<file path="src/rtl/pwm_pkg.sv">
// -----------------------------------------------------------------------------
// pwm_pkg
// Shared constants, types and helper functions for the PWM output controller.
//   PWM_STEPS            : count steps per PWM period (8-bit counter)
//   DUTY_FULL            : duty code that forces a constant-high output
//   PWM_PRESCALE_DEFAULT : default clk cycles per PWM count step
//   NUM_OUTPUTS          : number of chip outputs driven
// -----------------------------------------------------------------------------
package pwm_pkg;

   localparam int         PWM_STEPS            = 256;
   localparam logic [7:0] DUTY_FULL            = 8'hFF;
   localparam int         PWM_PRESCALE_DEFAULT = 13;
   localparam int         NUM_OUTPUTS          = 16;
   localparam int         CNT_W                = $clog2(PWM_STEPS);

   typedef logic [NUM_OUTPUTS-1:0] out_vec_t;
   typedef logic [CNT_W-1:0]       pwm_cnt_t;

   // Drive mode of a single output pin, decoded from its two enable bits.
   typedef enum logic [1:0] {
      MODE_LOW  = 2'd0,
      MODE_HIGH = 2'd1,
      MODE_PWM  = 2'd2
   } out_mode_e;

   // Output enable dominates; PWM select only matters for enabled pins.
   function automatic out_mode_e out_mode(input logic en_out, input logic en_pwm);
      if (!en_out) begin
         return MODE_LOW;
      end
      return en_pwm ? MODE_PWM : MODE_HIGH;
   endfunction

   // Compare-based waveform. DUTY_FULL is special-cased so that the top code
   // gives a true 100 % output instead of 255/256.
   function automatic logic pwm_level(input pwm_cnt_t cnt, input logic [7:0] duty);
      if (duty == DUTY_FULL) begin
         return 1'b1;
      end
      return (cnt < duty);
   endfunction

endpackage : pwm_pkg

</file>
<file path="src/rtl/pwm_prescaler.sv">
// -----------------------------------------------------------------------------
// pwm_prescaler
// Free-running divider that produces one PWM count step every PRESCALE clk
// cycles. Counts 0..PRESCALE-1 and wraps.
//   clk      in  : system clock
//   rst_n    in  : asynchronous active-low reset
//   tick     out : high in the last cycle of each step (pre == PRESCALE-1)
//   pre_zero out : high in the first cycle of each step (pre == 0)
// With PRESCALE = 1 the counter stays at 0, so tick and pre_zero are both
// constantly high.
// -----------------------------------------------------------------------------
module pwm_prescaler
   import pwm_pkg::*;
#(
   parameter int unsigned PRESCALE = PWM_PRESCALE_DEFAULT
) (
   input  logic clk,
   input  logic rst_n,
   output logic tick,
   output logic pre_zero
);

   localparam int unsigned        PRE_W   = (PRESCALE > 1) ? $clog2(PRESCALE) : 1;
   localparam logic [PRE_W-1:0]   PRE_MAX = PRE_W'(PRESCALE - 1);

   logic [PRE_W-1:0] pre_q;
   logic [PRE_W-1:0] pre_d;

   // NOTE: every signal assigned in always_comb gets a value on every path
   // (here a default at the top), otherwise synthesis infers a latch.
   always_comb begin
      pre_d = pre_q + 1'b1;
      if (pre_q == PRE_MAX) begin
         pre_d = '0;
      end
   end

   // NOTE: sequential state uses non-blocking assignments so every flop
   // samples the pre-edge values, independent of statement order.
   always_ff @(posedge clk or negedge rst_n) begin
      if (!rst_n) begin
         pre_q <= '0;
      end else begin
         pre_q <= pre_d;
      end
   end

   assign tick     = (pre_q == PRE_MAX);
   assign pre_zero = (pre_q == '0);

endmodule : pwm_prescaler

</file>
<file path="src/rtl/pwm_output_ctrl.sv">
// -----------------------------------------------------------------------------
// pwm_output_ctrl
// Drives the 16 chip outputs as static-low, static-high or a common PWM
// waveform, from the configuration registers of the SPI register block
// (same clk domain, no synchronisers). The duty cycle is shadowed and only
// taken at a period boundary so the waveform never glitches; enables apply
// on the next clk edge.
//   clk             in  [1]  : system clock
//   rst_n           in  [1]  : asynchronous active-low reset
//   en_reg_out_7_0  in  [8]  : output enable, bits 7:0
//   en_reg_out_15_8 in  [8]  : output enable, bits 15:8
//   en_reg_pwm_7_0  in  [8]  : PWM mode select, bits 7:0
//   en_reg_pwm_15_8 in  [8]  : PWM mode select, bits 15:8
//   pwm_duty_cycle  in  [8]  : duty request, 0x00 = 0 %, 0xFF = 100 %
//   out             out [16] : registered chip outputs
//   period_start    out [1]  : one-cycle pulse on the first out cycle of a period
// Period = 256 * PRESCALE clk cycles.
// -----------------------------------------------------------------------------
module pwm_output_ctrl
   import pwm_pkg::*;
#(
   parameter int unsigned PRESCALE = PWM_PRESCALE_DEFAULT
) (
   input  logic                   clk,
   input  logic                   rst_n,
   input  logic [7:0]             en_reg_out_7_0,
   input  logic [7:0]             en_reg_out_15_8,
   input  logic [7:0]             en_reg_pwm_7_0,
   input  logic [7:0]             en_reg_pwm_15_8,
   input  logic [7:0]             pwm_duty_cycle,
   output logic [NUM_OUTPUTS-1:0] out,
   output logic                   period_start
);

   out_vec_t   en_out;
   out_vec_t   en_pwm;

   logic       tick;
   logic       pre_zero;
   logic       bnd;
   logic       pwm_raw;
   logic [7:0] duty_eff;

   pwm_cnt_t   cnt_q;
   pwm_cnt_t   cnt_d;
   logic [7:0] duty_sh_q;
   logic [7:0] duty_sh_d;
   out_vec_t   out_q;
   out_vec_t   out_d;
   logic       period_start_q;
   logic       period_start_d;

   assign en_out = {en_reg_out_15_8, en_reg_out_7_0};
   assign en_pwm = {en_reg_pwm_15_8, en_reg_pwm_7_0};

   pwm_prescaler #(
      .PRESCALE (PRESCALE)
   ) u_prescaler (
      .clk      (clk),
      .rst_n    (rst_n),
      .tick     (tick),
      .pre_zero (pre_zero)
   );

   always_comb begin
      // First cycle of a period: both counters at zero.
      bnd = (cnt_q == '0) && pre_zero;

      // 8-bit counter wraps 255 -> 0 on its own.
      cnt_d = tick ? cnt_q + 1'b1 : cnt_q;

      // The boundary cycle already uses the new duty, so the first output
      // cycle of a period reflects the value captured in that same cycle.
      duty_sh_d = bnd ? pwm_duty_cycle : duty_sh_q;
      duty_eff  = duty_sh_d;
      pwm_raw   = pwm_level(cnt_q, duty_eff);

      period_start_d = bnd;

      out_d = '0;
      for (int i = 0; i < NUM_OUTPUTS; i++) begin
         unique case (out_mode(en_out[i], en_pwm[i]))
            MODE_LOW:  out_d[i] = 1'b0;
            MODE_HIGH: out_d[i] = 1'b1;
            MODE_PWM:  out_d[i] = pwm_raw;
            default:   out_d[i] = 1'b0;
         endcase
      end
   end

   always_ff @(posedge clk or negedge rst_n) begin
      if (!rst_n) begin
         cnt_q          <= '0;
         duty_sh_q      <= '0;
         out_q          <= '0;
         period_start_q <= 1'b0;
      end else begin
         cnt_q          <= cnt_d;
         duty_sh_q      <= duty_sh_d;
         out_q          <= out_d;
         period_start_q <= period_start_d;
      end
   end

   assign out          = out_q;
   assign period_start = period_start_q;

endmodule : pwm_output_ctrl

</file>
<file path="config.mk">
export PLATFORM = sky130hd
export DESIGN_NAME = pwm_output_ctrl
export DESIGN_NICKNAME = d
export VERILOG_FILES = /design/src/rtl/pwm_pkg.sv /design/src/rtl/pwm_prescaler.sv /design/src/rtl/pwm_output_ctrl.sv
export SDC_FILE = /design/constraint.sdc
export NUM_CORES = 1
export LEC_CHECK = 0
export CELL_PAD_IN_SITES_DETAIL_PLACEMENT = 0
export CELL_PAD_IN_SITES_GLOBAL_PLACEMENT = 2
export CORE_UTILIZATION = 30
export DETAILED_ROUTE_END_ITERATION = 10
export PLACE_DENSITY_LB_ADDON = 0.1
export SLEW_MARGIN = 15
export SYNTH_ARGS = -nofsm -noshare
export SYNTH_HDL_FRONTEND = slang
export SYNTH_HIERARCHICAL = 1
export SYNTH_SLANG_ARGS = --single-unit
</file>
<file path="constraint.sdc">
create_clock -name clk -period 9.5 [get_ports clk]
set_input_delay 1.9 -clock clk [delete_from_list [all_inputs] [get_ports clk]]
set_output_delay 1.9 -clock clk [all_outputs]
set_load 0.01 [all_outputs]
</file>
== Word-level counts from Yosys, hierarchy flattened ==
Cells that the tools add are included.

* Word-level logic and storage cells: 98
* Flip-flop bits (word level): 37
* Output and inout port bits: 17

* $lt $le $gt $ge: 1
* Muxes and demuxes: 53
* Reduce and logical (&&, ||, !) cells: 3
* $add $sub $neg: 2
* Equal/unequal tests: 34

{| class="wikitable"
|+ Operators with widths
! cell !! number
|-
| 2-bit two-way mux || 32
|-
| 2-bit by 1-bit equality test with 1-bit output, second input constant || 16
|-
| 2-bit equality test, second input constant || 16
|-
| 1-bit one-hot mux with 2 select lines || 16
|-
| 8-bit by 1-bit adder with 8-bit output, second input constant || 1
|-
| 8-bit equality test, second input constant || 1
|-
| 8-bit zero test || 1
|-
| 8-bit less-than comparator || 1
|-
| 8-bit two-way mux || 1
|-
| 4-bit by 1-bit adder with 4-bit output, second input constant || 1
|-
| 4-bit equality test, second input constant || 1
|-
| 4-bit zero test || 1
|-
| 4-bit two-way mux || 1
|-
| 1-bit two-way mux || 3
|-
| 1-bit logical AND || 1
|}

== Depth between registers and ports, before layout ==
* Word-level depth: 7
* Depth in mapped cells: 14
* Gate-level depth less buffers: 13

== By module ==
Netlist, hierarchy kept.

{| class="wikitable"
|+ Modules (own cells, without submodules)
! module !! area an instance (um^2) !! seq. area each (um^2) !! instances !! cells an instance
|-
| pwm_output_ctrl || 1537.7 || 825.8 || 1 || 139
|-
| pwm_prescaler || 205.2 || 100.1 || 1 || 20
|}

== Worst setup path after synthesis ==
OpenSTA, ideal clock, no wires.

* Path type: input to register
* Start: input port pwm_duty_cycle[5]
* End: register out_q[0], in the netlist out[0]
* Data required time: 9418 ps
* Arrival time: 3284 ps
* Cell stages on the path: 8
* Setup slack: 6134 ps
* Cells stage by stage: mux2i_1 ha_1 a21o_1 a21o_1 a21oi_1 o41ai_4 buf_6 a31oi_1

* Longest elaborated chain between the ends: 5

{| class="wikitable"
|+ RTL lines
! element !! RTL line !! RTL
|-
| start: declaration || pwm_output_ctrl.sv:30 || <nowiki>input logic [7:0] pwm_duty_cycle,</nowiki>
|-
| 8-bit two-way mux (*) || pwm_output_ctrl.sv:74 || <nowiki>duty_sh_d = bnd ? pwm_duty_cycle : duty_sh_q;</nowiki>
|-
| branches (longest 2 deep; another with 8-bit less-than comparator) || -- ||
|-
| 1-bit two-way mux (*) || pwm_pkg.sv:41 || <nowiki>return (cnt < duty);</nowiki>
|-
| 1-bit one-hot mux with 2 select lines (*) || pwm_output_ctrl.sv:82 || <nowiki>unique case (out_mode(en_out[i], en_pwm[i]))</nowiki>
|-
| net out_d[0] || pwm_output_ctrl.sv:49 || <nowiki>out_vec_t out_d;</nowiki>
|-
| end signal: assignment || pwm_output_ctrl.sv:100 || <nowiki>out_q <= out_d;</nowiki>
|-
| end: declaration || pwm_output_ctrl.sv:48 || <nowiki>out_vec_t out_q;</nowiki>
|}

Mark *: on every way through the listed nets, which the timed path passes.
A chain may end at the register's enable or synchronous reset.

== Worst setup path after layout ==
* Start: input port pwm_duty_cycle[5]
* End: register out_q[14], in the netlist out[14]

The elaborated chain is that of the path after synthesis.

==> summary by stage <==
Setup path
The critical path is of the input port to flop type. The largest fanout of any net on the critical path is 16. The worst setup path is captured at a flop. The launching instance or port of the critical path is pwm_duty_cycle[5]. The worst-case reg-to-reg path depth is 13. The capturing instance or port of the critical path is out[14]. Walking the worst path, the cells encountered are clkdlybuf4s50_1 > mux2i_1 > ha_1 > o21ai_0 > a21oi_1 > nor2_1 > a211oi_2 > a31oi_1. The signal arrival time at the worst endpoint is 4.08 ns. The combined buffer and inverter count along the critical path is 1. The kind of cell with the highest combined delay along the critical path is compound AO/OA/AOI/OAI gates. The origin of the critical flop-to-flop path is u_prescaler/pre_q[0]. In this run the number of cells on the critical path is 8. The delay contributed by the slowest stage of the critical path is 0.80 ns. The endpoint of the most critical register-to-register path is out[14]. Across all register-to-register paths, the minimum setup slack is 5.65 ns. The data required time of the critical path is 9.63 ns. The largest individual stage delay along the critical path comes from the cell sky130_fd_sc_hd__a211oi_2. The startpoint class of the critical path is an input port.

Power
VDD sags by at most 0.0589 mV. In this run the power density over the cells is 126 nW/um^2. For this design the static power due to leakage is 0.00118 uW.

Global routing
The initial antenna violation count was 0. The number of global-route vias before repair is 1291. Global routing consumed, on the met1 layer, 18.5% of the routing resources. Global routing consumed, over all layers together, 14.1% of the routing resources. The layer with the highest usage is met2. For met2 alone, demand over resource in global routing was 22.5%. Global routing used 4.19% of the available met3 tracks. The largest net degree at the start of global routing is 38. The final global-route overflow total is 0.

The first global-routing pass estimated 6.56 mm of wire.

Timing
The routed design could run at a clock period as short as 3.94 ns. The highest achievable clock rate is 0.253 GHz. Summed over all failing endpoints, the final setup total negative slack is 0 ns. The count of endpoints failing hold in the final timing report came to 0. The final critical path takes up 41.5% of the cycle.

On the final layout, the worst clock skew is 0.00249 ns. The minimum setup slack in the final design is 5.56 ns. Measured against its own limit, the worst slew margin works out to 31.2%. Setup violations remaining at the end of the flow were counted as 0. Setup repair after global routing left no endpoint under its margin. The final number of max-transition violations is 0. The actual transition at the worst max-transition pin is 1.03 ns.

Cells and area
The filler cell count in the final layout is 548. The net count of the finished layout is 275. The area added between synthesis and finish is 42.9%.

The post-route netlist has 6.70% of its cells at a drive strength greater than 1. The number of antenna diodes in the final layout is 0. The utilization after layout is 45.0%. In the final layout, the multi-input gates occupy 696 um^2. The sequential cells in the finished layout cover a total of 926 um^2.

Placed design
The port buffer count is 58. OpenSTA, run right after detailed placement, puts the worst setup slack at 5.22 ns. The placed wire-length estimate is 3.09 mm. The congestion estimate from routability-driven global placement came to 0.837.

Yosys
The biggest area contributor in the post-synthesis netlist is sky130_fd_sc_hd__dfrtp_1. After synthesis, flip-flops and latches occupy 53.1% of the total area. Summing every instance area after synthesis gives 1740 um^2. Counting flops and latches in the post-synthesis netlist gives 37. Sorting the synthesized cells by area gives the leading types as sky130_fd_sc_hd__dfrtp_1 53%, sky130_fd_sc_hd__ha_1 7.2%, sky130_fd_sc_hd__inv_1 6.0%.

Among all flip-flop cells after synthesis, the most frequent one is sky130_fd_sc_hd__dfrtp_1. The number of standard cells after synthesis is 159. The number of nets handed over by synthesis was 211. The number of enable-type register cells in the synthesized netlist is 0. For this run, the number of Yosys warnings is 6. In this run the biggest area consumer among cell types represents 53.1% of the synthesized area. The number of distinct library cell variants in the gate-level netlist after synthesis is 32.

The synthesized area per cell is 11.0 um^2. Counting flops with an async set or reset pin after synthesis yields a share of 100%.

Routing
Dividing the detail-routed wire length by the instance count gives 14.0 um. The DRC violation count after routing is 0. The detailed-route via count is 1365. The residual antenna-violating net count after detailed routing is 0.

For this run, the detailed router's first-pass iteration total came to 4. The total wire length is 4.15 mm. The number of violations reported at the end of detailed-routing iteration 0 is 59. The via density per instance is 4.61.

Flow run
Max-cap violations in this run came to 0.

Clock tree
The H-tree depth is 2. Hold repair after CTS inserted 0 buffers. TritonCTS built the clock tree. After clock tree synthesis, the repair step resized 0 gates. The number of post-CTS setup repair buffers is 0. In this run, CTS created clock tree buffers numbering 5. CTS saw 37 sinks. The clock latency of the later-clocked register in the worst-skew pair is 0.29 ns. The deepest clock path buffer count is 2.

The clock tree root driver cell is sky130_fd_sc_hd__clkbuf_8. Clock-pin slew was measured on the worst setup and hold paths at 0.08 ns.

Die
The die is 78.2 um tall. In this run the core area contains 27 standard-cell rows. The number of I/O pins is 59. The core outline area is 5540 um^2. The floorplan die area is 6120 um^2. The die is 78.2 um wide. The initial utilization of the core area, before any placement, comes to 31.5%.

Hold path
The worst min-delay path class is flop to flop.

Status
The run finished with clean final reports.
## cell families after synthesis
group	Yosys count	synth area share, %
multiplexers	6	3.45
AO/OA/AOI/OAI	33	13.9
buffers and inverters	30	6.96
AND/OR/NAND/NOR	36	11.8
XOR/XNOR	7	3.52
flip-flops	37	53.1
adder cells (fa/ha/maj)	10	7.18
## power by group
group | internal (uW) | leakage (uW) | switching (uW)
combinational | 24.8 | 0.000691 | 15.5
clock | 50.7 | 0.0000439 | 59.2
sequential | 163 | 0.000441 | 2.15
## how the worst min path moves through the flow
stage	depth (start not counted)	endpoint	slack, ns	from
final	1	u_prescaler/pre_q[0]	0.51	u_prescaler/pre_q[0]
after global routing	1	u_prescaler/pre_q[0]	0.55	u_prescaler/pre_q[0]
after CTS	1	u_prescaler/pre_q[0]	0.51	u_prescaler/pre_q[0]
after detailed placement	1	u_prescaler/pre_q[0]	0.50	u_prescaler/pre_q[0]
after global placement	1	u_prescaler/pre_q[0]	0.50	u_prescaler/pre_q[0]
after floorplan	1	u_prescaler/pre_q[0]	0.47	u_prescaler/pre_q[0]
## sequential cells by signal, indices dropped and copies added (netlist names)
| register | flops |
|---|---|
| period_start | 1 |
| out | 16 |
| u_prescaler/pre_q | 4 |
| cnt_q | 8 |
| duty_sh_q | 8 |
## Yosys cell counts, types with 2 or more instances
library cell	instances
sky130_fd_sc_hd__nand3_1	2
sky130_fd_sc_hd__nand2_1	6
sky130_fd_sc_hd__nand4_1	6
sky130_fd_sc_hd__dfrtp_1	37
sky130_fd_sc_hd__xor2_1	3
sky130_fd_sc_hd__a21o_1	2
sky130_fd_sc_hd__ha_1	10
sky130_fd_sc_hd__nor2b_1	2
sky130_fd_sc_hd__nand2b_1	2
sky130_fd_sc_hd__nor2_1	7
sky130_fd_sc_hd__a31oi_1	16
sky130_fd_sc_hd__o21ai_0	5
sky130_fd_sc_hd__inv_1	28
sky130_fd_sc_hd__nor3_1	3
sky130_fd_sc_hd__nor4b_1	2
sky130_fd_sc_hd__a211oi_2	2
sky130_fd_sc_hd__a21oi_1	3
sky130_fd_sc_hd__mux2i_1	6
sky130_fd_sc_hd__xnor2_1	4
## through the flow
stage	power (uW)	std cells	hold slack [ns]	cell area (um^2)
after detailed placement	209	288	0.499	2400
after CTS	320	296	0.511	2490
after floorplan	178	159	0.468	1740
after global placement	208	288	0.500	2400
final	315	296	0.506	2490
after global routing	331	296	0.548	2490
## cell usage in the layout, fill, tap and decap left out, types with 3 or more instances in the layout
cell type | synthesis | layout
sky130_fd_sc_hd__a21oi_1 | 3 | 3
sky130_fd_sc_hd__a31oi_1 | 16 | 16
sky130_fd_sc_hd__clkbuf_8 | 0 | 5
sky130_fd_sc_hd__clkdlybuf4s50_1 | 0 | 58
sky130_fd_sc_hd__dfrtp_1 | 37 | 37
sky130_fd_sc_hd__ha_1 | 10 | 10
sky130_fd_sc_hd__inv_1 | 28 | 28
sky130_fd_sc_hd__mux2i_1 | 6 | 6
sky130_fd_sc_hd__nand2_1 | 6 | 6
sky130_fd_sc_hd__nand4_1 | 6 | 6
sky130_fd_sc_hd__nor2_1 | 7 | 7
sky130_fd_sc_hd__nor3_1 | 3 | 3
sky130_fd_sc_hd__o21ai_0 | 5 | 5
sky130_fd_sc_hd__xnor2_1 | 4 | 4
sky130_fd_sc_hd__xor2_1 | 3 | 3
## layer usage
metal	part of all wire, %	wire (um)
met5	0	0
met4	0.96	40
met3	4.8	200
met2	46	1920
met1	48	1990
## area by class of cell
cell class,count,share of cell area (%)
clock buffers,5,2.76
repair buffers,59,23.6
multi-input cells,92,27.9
clock inverters,3,0.703
inverters,28,4.22
well taps,72,3.62
flip-flops and latches,37,37.2
(Power assumes the default switching activity.)
